<file path="config.mk">
export PLATFORM = sky130hd
export DESIGN_NAME = gray_seq_ctrl
export DESIGN_NICKNAME = d
export VERILOG_FILES = /design/src/rtl/gray_seq_ctrl.sv
export SDC_FILE = /design/constraint.sdc
export NUM_CORES = 1
export LEC_CHECK = 0
export BUFFER_PORTS_ARGS = -buffer_cell sky130_fd_sc_hd__buf_4
export CORE_MARGIN = 2
export CORE_UTILIZATION = 59
export CTS_BUF_LIST = sky130_fd_sc_hd__clkbuf_2
export DETAILED_ROUTE_END_ITERATION = 16
export PLACE_DENSITY = 0.87
export SYNTH_ARGS = -nofsm -noshare
export SYNTH_HDL_FRONTEND = slang
export SYNTH_SLANG_ARGS = --single-unit
export TNS_END_PERCENT = 20
</file>
<file path="constraint.sdc">
create_clock -name clk -period 5.8 [get_ports clk]
set_input_delay 0.87 -clock clk [delete_from_list [all_inputs] [get_ports clk]]
set_output_delay 0.87 -clock clk [all_outputs]
set_load 0.01 [all_outputs]
</file>
<file path="src/rtl/gray_seq_ctrl.sv">
// Gray-code run sequencer: walks a binary counter over a programmed run and streams Gray codes over valid/ready.
// Optional GRAY_PAUSE_EN adds a pause input and a PAUSE state.
module gray_seq_ctrl #(
  parameter int unsigned WIDTH = 4
) (
  input  logic             clk,
  input  logic             rst_n,
  input  logic             start,
  input  logic             abort,
  input  logic             dir,
  input  logic [WIDTH-1:0] start_val,
  input  logic [WIDTH:0]   len,
  input  logic             out_ready,
`ifdef GRAY_PAUSE_EN
  input  logic             pause,
`endif
  output logic [WIDTH-1:0] gray_out,
  output logic [WIDTH-1:0] bin_out,
  output logic             out_valid,
  output logic             busy,
  output logic             done
);

  localparam int unsigned LW = WIDTH + 1;

  typedef enum logic [1:0] {
    S_IDLE  = 2'd0,
    S_RUN   = 2'd1,
    S_DONE  = 2'd2,
    S_PAUSE = 2'd3
  } state_t;

  state_t           state_q, state_d;
  logic [WIDTH-1:0] bin_q, bin_d;
  logic [WIDTH-1:0] gray_q, gray_d;
  logic [LW-1:0]    rem_q, rem_d;
  logic             dir_q, dir_d;
  logic             valid_q, valid_d;
  logic             busy_q, busy_d;
  logic             done_q, done_d;
  logic             hs;

  assign hs = valid_q & out_ready;

  // Next state and next register values; all outputs are derived from the next state.
  always_comb begin
    state_d = state_q;
    bin_d   = bin_q;
    rem_d   = rem_q;
    dir_d   = dir_q;
    case (state_q)
      S_IDLE: begin
        if (start && !abort) begin
          dir_d   = dir;
          bin_d   = start_val;
          rem_d   = len;
          state_d = (len == LW'(0)) ? S_DONE : S_RUN;
        end
      end
      S_RUN: begin
        if (abort) begin
          state_d = S_IDLE;
        end else begin
          if (hs) begin
            if (rem_q == LW'(1)) begin
              state_d = S_DONE;
            end else begin
              rem_d = rem_q - LW'(1);
              bin_d = dir_q ? (bin_q - WIDTH'(1)) : (bin_q + WIDTH'(1));
            end
          end
`ifdef GRAY_PAUSE_EN
          // A handshake on the pause cycle has already advanced the counter above.
          if (pause && state_d == S_RUN) state_d = S_PAUSE;
`endif
        end
      end
      S_DONE: state_d = S_IDLE;
`ifdef GRAY_PAUSE_EN
      S_PAUSE: begin
        if (abort)       state_d = S_IDLE;
        else if (!pause) state_d = S_RUN;
      end
`endif
      default: state_d = S_IDLE;
    endcase
    gray_d  = bin_d ^ (bin_d >> 1);
    valid_d = (state_d == S_RUN);
    busy_d  = (state_d != S_IDLE);
    done_d  = (state_d == S_DONE);
  end

  always_ff @(posedge clk) begin
    if (!rst_n) begin
      state_q <= S_IDLE;
      bin_q   <= '0;
      gray_q  <= '0;
      rem_q   <= '0;
      dir_q   <= 1'b0;
      valid_q <= 1'b0;
      busy_q  <= 1'b0;
      done_q  <= 1'b0;
    end else begin
      state_q <= state_d;
      bin_q   <= bin_d;
      gray_q  <= gray_d;
      rem_q   <= rem_d;
      dir_q   <= dir_d;
      valid_q <= valid_d;
      busy_q  <= busy_d;
      done_q  <= done_d;
    end
  end

  assign gray_out  = gray_q;
  assign bin_out   = bin_q;
  assign out_valid = valid_q;
  assign busy      = busy_q;
  assign done      = done_q;

endmodule

</file>
==> impl_metrics.env, run 1 <==
export IMPL_outcome="completed"
export IMPL_route_detailed_drc=0
export IMPL_yosysSeqAreaShare=0.332
export IMPL_yosysTopAreaCell="dfxtp_1"
export IMPL_cts_tree="built"
export IMPL_skew_ns=0.00409
export IMPL_ant_nets=0
export IMPL_synth_mux_area_fraction=0.0288
export IMPL_synth_xor_area_frac=0.00806
export IMPL_grt_max_degree=17
export IMPL_min_period_over_period=0.375
export IMPL_synth_area_top_cells="dfxtp_1, a21oi_1, nor2_1"
export IMPL_whs_ns=0.499
export IMPL_max_stage_delay_ns=0.57
export IMPL_nFillCells=133
export IMPL_drt_iter0_markers=19
export IMPL_power_density_nw_per_um2=197
export IMPL_fp_dieW_um=46.9
export IMPL_nets=170
export IMPL_required_ns=6.04
export IMPL_viasPerCell=5.78
export IMPL_ys_flop_type="dfxtp_1"
export IMPL_area_growth_pct=17.7
export IMPL_min_path_type="reg -> reg"
export IMPL_ys_seq_elements=18
export IMPL_port_buffers=25
export IMPL_start_kind="register"
export IMPL_timing_fmax_mhz=460
export IMPL_maxCapViolCount=0
export IMPL_synth_compound_area_frac=0.226
export IMPL_syn_inst=125
export IMPL_finalCriticalPeriod_ns=2.18
export IMPL_crit_family="simple AND/OR/NAND/NOR gates"
export IMPL_worstSetupPathType="reg -> reg"
export IMPL_start_util=0.629
export IMPL_synth_nets=145
export IMPL_tightest_slew_ns=0.598
export IMPL_synth_edf_count=0
export IMPL_crit_arrival_ns=2.42
export IMPL_power_switching_mw=0.0756
export IMPL_firstDrtPassIters=4
export IMPL_seq_power_share=0.553
export IMPL_p_int_mw=0.176
export IMPL_power_frac_comb=0.236
export IMPL_hold_violations=0
export IMPL_syn_area_per_cell_um2=8.69
export IMPL_clock_latency_ns=0.30
export IMPL_grtUsageTotal=0.266
export IMPL_synth_top_cell_area_share=0.332
export IMPL_drive_gt1_frac=0.242
export IMPL_die_area_um2=2200
export IMPL_die_h_um=46.9
export IMPL_ctsResizeCount=0
export IMPL_total_leakage_power_nw=0.547
export IMPL_setup_tns_final_ns=0
export IMPL_num_vias=1006
export IMPL_clockRootBuffer="clkbuf_2"
export IMPL_antennaDiodeCount=0
export IMPL_synth_area_um2=1090
export IMPL_ys_types=43
export IMPL_num_rows=15
export IMPL_antenna_found_initial=0
export IMPL_ir_drop_v=0.000112
export IMPL_rsz0062_at_grt="false"
export IMPL_crit_fanout=16
export IMPL_postCtsSetupRepairBufs=0
export IMPL_setup_slack_ns=3.62
export IMPL_dp_slack_ns=3.37
export IMPL_synth_top_cells_by_count="dfxtp_1, nor2_1, a21oi_1"
export IMPL_clockBufferDepth=2
export IMPL_synth_async_reset_ratio=0
export IMPL_cts_sinks=18
export IMPL_finalMaxSlewViolations=0
export IMPL_clk_pin_slew_ns=0.16
export IMPL_drt_wl_total_um=2400
export IMPL_grt_overflow_total=0
export IMPL_p_sw_frac=0.301
export IMPL_boundaryPins=26
export IMPL_final_util=0.741
export IMPL_place_congestion=0.876
export IMPL_htreeDepth=1
export IMPL_dp_hpwl_um=1850
export IMPL_multiInputGateArea_um2=662
export IMPL_postCtsHoldBufs=0
export IMPL_grt_pass1_vias=964
export IMPL_cp_num_buf_inv=0
export IMPL_crit_path_end_kind="register"
export IMPL_max_slew_margin=0.601
export IMPL_yosys_warnings=0
export IMPL_setup_viol=0
export IMPL_cp_cell_sequence="nand2b_1 > o32a_2 > a221oi_2 > or3_1 > a21oi_1"
export IMPL_synthAdderAreaFrac=0.0645
export IMPL_synth_top_family_by_area="simple AND/OR/NAND/NOR gates"
export IMPL_total_power_mw=0.251
export IMPL_synth_most_common_cell="dfxtp_1"
export IMPL_cts_inserted_buffers=3
export IMPL_grt_pass1_wl_um=4120
export IMPL_seqCellArea_um2=360
export IMPL_clockPowerShare=0.211
export IMPL_synthSimpleGateAreaFrac=0.282
export IMPL_routedWlPerCell_um=13.8
export IMPL_core_area_um2=1730
export IMPL_slowest_stage="dfxtp_1"
## flip-flops by register name, indices dropped and copies added, names as in the netlist
| signal | count |
|---|---|
| rem_q | 5 |
| bin_out | 4 |
| gray_out | 3 |
| state_q | 2 |
| busy | 1 |
| dir_q | 1 |
| done | 1 |
| out_valid | 1 |
## layout by cell type (no fill, tap or decap), types with 4 or more instances in the layout
cell,netlist,layout
ha_1,4,4
buf_4,1,25
nor2_1,16,16
inv_1,4,4
a21oi_1,15,15
o21ai_0,9,9
dfxtp_1,18,18
nand2_1,7,7
## worst reg2reg max path: cells and delay by family, from the launching register on
| family | cells | cell delay (ns) |
|---|---|---|
| compound gates | 3 | 0.63 |
| flops | 1 | 0.57 |
| simple gates | 2 | 0.92 |
## stage by stage
stage                     instances  instance area (µm²)
after global routing            174                 1280
final                           174                 1280
after CTS                       174                 1280
after detailed placement        170                 1260
after floorplan                 125                 1090
after global placement          170                 1260
## kinds of logic after synthesis
| kind of cell | count (synthesis) |
|---|---|
| AND/OR/NAND/NOR | 50 |
| XOR/XNOR | 1 |
| buffers and inverters | 10 |
| AO/OA/AOI/OAI | 38 |
| adder cells (fa/ha/maj) | 5 |
| flip-flops | 18 |
| multiplexers | 3 |
## power by group through the flow
stage	Sequential [mW]	Combinational, mW	Clock (mW)
final	0.139	0.0593	0.0531
after global routing	0.140	0.0663	0.0610
after CTS	0.139	0.0595	0.0547
after detailed placement	0.141	0.0593	0
after global placement	0.141	0.0573	0
after floorplan	0.142	0.0366	0
## metal layers
layer	vias to the layer above	GRT usage	part of all wire	wire (µm)
met5	-	0	0	0
met4	0	0.128	0.023	55
met3	7	0.0577	0.057	138
met2	33	0.416	0.48	1140
met1	463	0.349	0.44	1060
li1	503	-	-	-
## final timing paths
| path | depth (start not counted) | start | end | slack, ns |
|---|---|---|---|---|
| setup / recovery | 5 | state_q[1] | gray_out[0] | 3.62 |
| hold / removal | 2 | rem_q[1] | rem_q[1] | 0.50 |
| setup reg to reg | 5 | state_q[1] | gray_out[0] | 3.62 |
| hold reg to reg | 2 | rem_q[1] | rem_q[1] | 0.50 |
## area by class of cell
cell class | count | share of cell area
clock buffer | 3 | 0.0117
multi-input combinational | 97 | 0.518
timing repair buffer | 25 | 0.147
inverter | 5 | 0.0147
tap | 25 | 0.0245
sequential | 18 | 0.282
clock inverter | 1 | 0.00294
Note: power is estimated with default switching activity, not from simulation.
==> run 2, diff against run 1 <==
- CORE_UTILIZATION: 59 -> 49
- PLACE_DENSITY: 0.87 -> 0.77
- clock period: 5.8 -> 1.9 ns (I/O delays scaled with it)
==> run 2 against run 1 <==
Against the previous run: the flow now finishes with violations (negative setup slack); cell count is 9.8% higher; final area is 13% higher; count of clock-buffer cells in the layout stayed put; clock skew is 0.0028 ns lower; fmax is 14% higher; critical path depth stayed put; largest power group unchanged; wire length is 15% higher; non-clock buffer count is 14 higher; via count is 8.3% higher; hold slack worse by 0.29 ns; utilization is 6.6 points lower.
==> impl_metrics.env, run 2 (synthesized netlist as in run 1, its figures left out) <==
export IMPL_layout_commonest_cell="buf_4"
export IMPL_postCtsHoldBufs=0
export IMPL_grt_max_degree=14
export IMPL_fin_area_um2=1450
export IMPL_grt_pass1_vias=1053
export IMPL_total_power_mw=0.818
export IMPL_violations="negative setup slack"
export IMPL_timing_fmax_mhz=522
export IMPL_crit_fanout=5
export IMPL_port_buffers=25
export IMPL_required_ns=2.13
export IMPL_setup_slack_ns=-0.0151
export IMPL_cts_inserted_buffers=3
export IMPL_viasPerCell=5.71
export IMPL_htreeDepth=1
export IMPL_nets=184
export IMPL_setup_viol=1
export IMPL_antenna_found_initial=0
export IMPL_dp_hpwl_um=2070
export IMPL_start_util=0.506
export IMPL_finalCriticalPeriod_ns=1.92
export IMPL_postCtsSetupRepairBufs=0
export IMPL_final_cell_mix="buf_4, nor2_1, a21oi_1"
export IMPL_cts_sinks=18
export IMPL_crit_arrival_ns=2.15
export IMPL_clockBufferDepth=2
export IMPL_hold_violations=0
export IMPL_core_area_um2=2150
export IMPL_area_growth_pct=33.5
export IMPL_top_register="rem_q"
export IMPL_nFillCells=192
export IMPL_route_detailed_drc=0
export IMPL_boundaryPins=26
export IMPL_dpl_instance_area_um2=1400
export IMPL_multiInputGateArea_um2=718
export IMPL_total_leakage_power_nw=0.624
export IMPL_largest_register_ffs=5
export IMPL_grt_pass1_wl_um=4600
export IMPL_final_util=0.675
export IMPL_place_inst=187
export IMPL_drive_gt1_frac=0.368
export IMPL_grtUsageTotal=0.236
export IMPL_r2r_cells=5
export IMPL_grt_overflow_total=0
export IMPL_tightest_slew_ns=0.392
export IMPL_finalMaxSlewViolations=0
export IMPL_outcome="finished, violations left"
export IMPL_crit_path_end_kind="register"
export IMPL_num_vias=1090
export IMPL_fp_dieW_um=51.1
export IMPL_max_slew_margin=0.738
export IMPL_clock_latency_ns=0.31
export IMPL_power_density_nw_per_um2=564
export IMPL_die_area_um2=2610
export IMPL_die_h_um=51.1
export IMPL_clk_pin_slew_ns=0.19
export IMPL_worstSetupPathType="reg -> reg"
export IMPL_fin_cells=191
export IMPL_maxCapViolCount=0
export IMPL_drt_iter0_markers=25
export IMPL_antennaDiodeCount=0
export IMPL_whs_ns=0.209
export IMPL_start_kind="register"
export IMPL_ir_drop_v=0.000362
export IMPL_drt_wl_total_um=2760
export IMPL_hold_path_cell_count=3
export IMPL_num_rows=17
export IMPL_ant_nets=0
export IMPL_clockRootBuffer="clkbuf_2"
export IMPL_place_congestion=0.803
export IMPL_min_path_type="in -> reg"
export IMPL_skew_ns=0.00125
export IMPL_min_period_over_period=1.01
export IMPL_cts_tree="built"
export IMPL_firstDrtPassIters=4
export IMPL_routedWlPerCell_um=14.5
export IMPL_seqCellArea_um2=367
export IMPL_rsz0062_at_grt="true"
-- run 2: cell type report --
class                   count  area share
clock inverters             1     0.00259
inverters                   5      0.0129
multi-input cells          97       0.495
flip-flops and latches     18       0.253
well taps                  28      0.0242
clock buffers               3      0.0104
repair buffers             39       0.202
-- run 2: what timing repair did --
item,in CTS,in global routing
resized for setup,4,2
pin swaps,2,0
setup endpoints to repair,2,4
-- run 2: power by group --
group / internal [mW] / total [mW] / switching [mW]
Combinational: 0.112 / 0.217 / 0.105
Sequential: 0.401 / 0.424 / 0.0225
Clock: 0.0458 / 0.177 / 0.131
-- run 2: per-layer routing --
layer	track usage	wire (µm)	part of all wire	up-vias
met2	0.396	1380	0.50	27
met3	0.0322	120	0.043	6
li1	-	-	-	530
met5	0	0	0	-
met1	0.295	1220	0.44	527
met4	0.117	44	0.016	0
-- run 2: per-stage QoR --
stage	setup slack [ns]	TNS [ns]
6_report	-0.0151	-0.0151
5_1_grt	-0.128	-0.206
4_1_cts	-0.00626	-0.00626
3_5_place_dp	-0.0524	-0.0569
3_3_place_gp	0.0229	0
2_1_floorplan	0.00695	0
-- run 2: critical path, stage by stage, from the launching register on --
cell      delay (ns)
dfxtp_2         0.40
ha_1            0.28
and3_1          0.16
or3_4           0.38
a311oi_2        0.25
mux2_2          0.36
-- run 2: final timing paths --
| kind | startpoint | end | slack, ns |
|---|---|---|---|
| hold / removal | dir | dir_q | 0.21 |
| setup / recovery | dir_q | gray_out[2] | -0.02 |
| setup reg to reg | dir_q | gray_out[2] | -0.02 |
| hold reg to reg | rem_q[1] | rem_q[1] | 0.49 |
==> run 3, diff against run 2 <==
- GPL_TIMING_DRIVEN: unset -> 0
==> run 3 against run 2 <==
Against the previous run: the flow still finishes with violations (negative setup slack); hold slack improved by 0.0090 ns; critical path type unchanged; critical endpoint unchanged; setup slack lost 0.069 ns; non-clock buffer count fell by 1.
==> impl_metrics.env, run 3 (synthesized netlist as in run 1, its figures left out) <==
export IMPL_outcome="finished, violations left"
export IMPL_tightest_slew_ns=0.583
export IMPL_layout_commonest_cell="buf_4"
export IMPL_cts_sinks=18
export IMPL_die_area_um2=2610
export IMPL_clk_pin_slew_ns=0.17
export IMPL_hold_violations=0
export IMPL_ir_drop_v=0.000360
export IMPL_violations="negative setup slack"
export IMPL_total_leakage_power_nw=0.619
export IMPL_cp_num_buf_inv=0
export IMPL_worstSetupPathType="reg -> reg"
export IMPL_drive_gt1_frac=0.385
export IMPL_drt_iter0_markers=28
export IMPL_fin_cells=189
export IMPL_crit_arrival_ns=2.19
export IMPL_fp_dieW_um=51.1
export IMPL_core_area_um2=2150
export IMPL_finalCriticalPeriod_ns=1.98
export IMPL_final_cell_mix="buf_4, nor2_1, a21oi_1"
export IMPL_num_vias=1054
export IMPL_route_detailed_drc=0
export IMPL_dp_slack_ns=-0.141
export IMPL_grt_max_degree=11
export IMPL_num_rows=17
export IMPL_maxCapViolCount=0
export IMPL_nets=183
export IMPL_top_register="rem_q"
export IMPL_firstDrtPassIters=6
export IMPL_grt_pass1_vias=1033
export IMPL_cp_cell_sequence="ha_4 > and3_1 > or3_4 > a311oi_4 > mux2_2"
export IMPL_die_h_um=51.1
export IMPL_antenna_found_initial=0
export IMPL_place_congestion=0.786
export IMPL_whs_ns=0.218
export IMPL_routedWlPerCell_um=14.2
export IMPL_crit_path_end_kind="register"
export IMPL_rsz0062_at_grt="true"
export IMPL_grtUsageTotal=0.233
export IMPL_clockBufferDepth=2
export IMPL_cts_inserted_buffers=3
export IMPL_skew_ns=0.00468
export IMPL_grt_overflow_total=0
export IMPL_max_stage_delay_ns=0.41
export IMPL_min_period_over_period=1.04
export IMPL_grt_pass1_wl_um=4560
export IMPL_start_util=0.506
export IMPL_power_density_nw_per_um2=543
export IMPL_crit_cells=5
export IMPL_max_slew_margin=0.610
export IMPL_area_growth_pct=36.5
export IMPL_fin_area_um2=1480
export IMPL_slowest_stage="or3_4"
export IMPL_min_path_type="in -> reg"
export IMPL_r2r_cells=5
export IMPL_dp_hpwl_um=1820
export IMPL_timing_fmax_mhz=504
export IMPL_total_power_mw=0.805
export IMPL_viasPerCell=5.58
export IMPL_setup_slack_ns=-0.0841
export IMPL_place_inst=178
export IMPL_antennaDiodeCount=0
export IMPL_ant_nets=0
export IMPL_hold_path_cell_count=3
export IMPL_clock_latency_ns=0.29
export IMPL_boundaryPins=26
export IMPL_required_ns=2.11
export IMPL_crit_family="simple AND/OR/NAND/NOR gates"
export IMPL_cts_tree="built"
export IMPL_clockRootBuffer="clkbuf_2"
export IMPL_dpl_instance_area_um2=1340
export IMPL_port_buffers=25
export IMPL_crit_fanout=3
export IMPL_setup_viol=2
export IMPL_drt_wl_total_um=2680
export IMPL_largest_register_ffs=5
export IMPL_start_kind="register"
export IMPL_finalMaxSlewViolations=0
export IMPL_htreeDepth=1
==> run 3: layout make-up <==
cell class                      instances  area [µm²]
Timing Repair Buffer                   33         251
Sequential cell                        18         374
Fill cell                             176         666
Clock buffer                            3        15.0
Multi-Input combinational cell         97         743
Tap cell                               28        35.0
Buffer                                  5        45.0
Inverter                                5        18.8
==> run 3: stage by stage <==
| step | setup TNS, ns | utilization |
|---|---|---|
| after CTS | -0.0510 | 0.681 |
| final | -0.121 | 0.690 |
| after global placement | -0.122 | 0.625 |
| after global routing | -0.349 | 0.690 |
| after floorplan | 0 | - |
| after detailed placement | -0.158 | 0.625 |
==> run 3: power breakdown <==
| part | internal [mW] | leakage (nW) | switching [mW] | total (mW) |
|---|---|---|---|---|
| clock | 0.0431 | 0.0125 | 0.115 | 0.158 |
| sequential | 0.399 | 0.150 | 0.0223 | 0.421 |
| combinational | 0.117 | 0.457 | 0.109 | 0.226 |
==> run 3: path summary, 6_finish.rpt <==
check                                start     endpoint  slack (ns)
worst min-delay path                   dir        dir_q        0.22
worst max register to register  bin_out[2]  gray_out[2]       -0.08
worst max-delay path            bin_out[2]  gray_out[2]       -0.08
worst min register to register       dir_q        dir_q        0.56
==> run 3: routing by layer <==
| layer | share of wire | track usage | up-vias | wire [µm] |
|---|---|---|---|---|
| met5 | 0 | 0 | - | 0 |
| met1 | 0.46 | 0.295 | 497 | 1230 |
| li1 | - | - | 530 | - |
| met4 | 0.0060 | 0.0676 | 0 | 16 |
| met3 | 0.039 | 0.0351 | 2 | 104 |
| met2 | 0.49 | 0.407 | 25 | 1330 |
==> run 3: tightest hold or removal path: cells and delay by family <==
kind                   cells  cell delay, ns
and+or+nand+nor            1            0.07
buffers and inverters      1            0.07
muxes                      1            0.05
==> run 3: what timing repair did <==
item,4_1_cts,5_1_grt
setup buffers,8,0
pin swaps,4,1
gates resized for setup,14,4
endpoints found under the setup margin,3,4
hold buffers,0,0
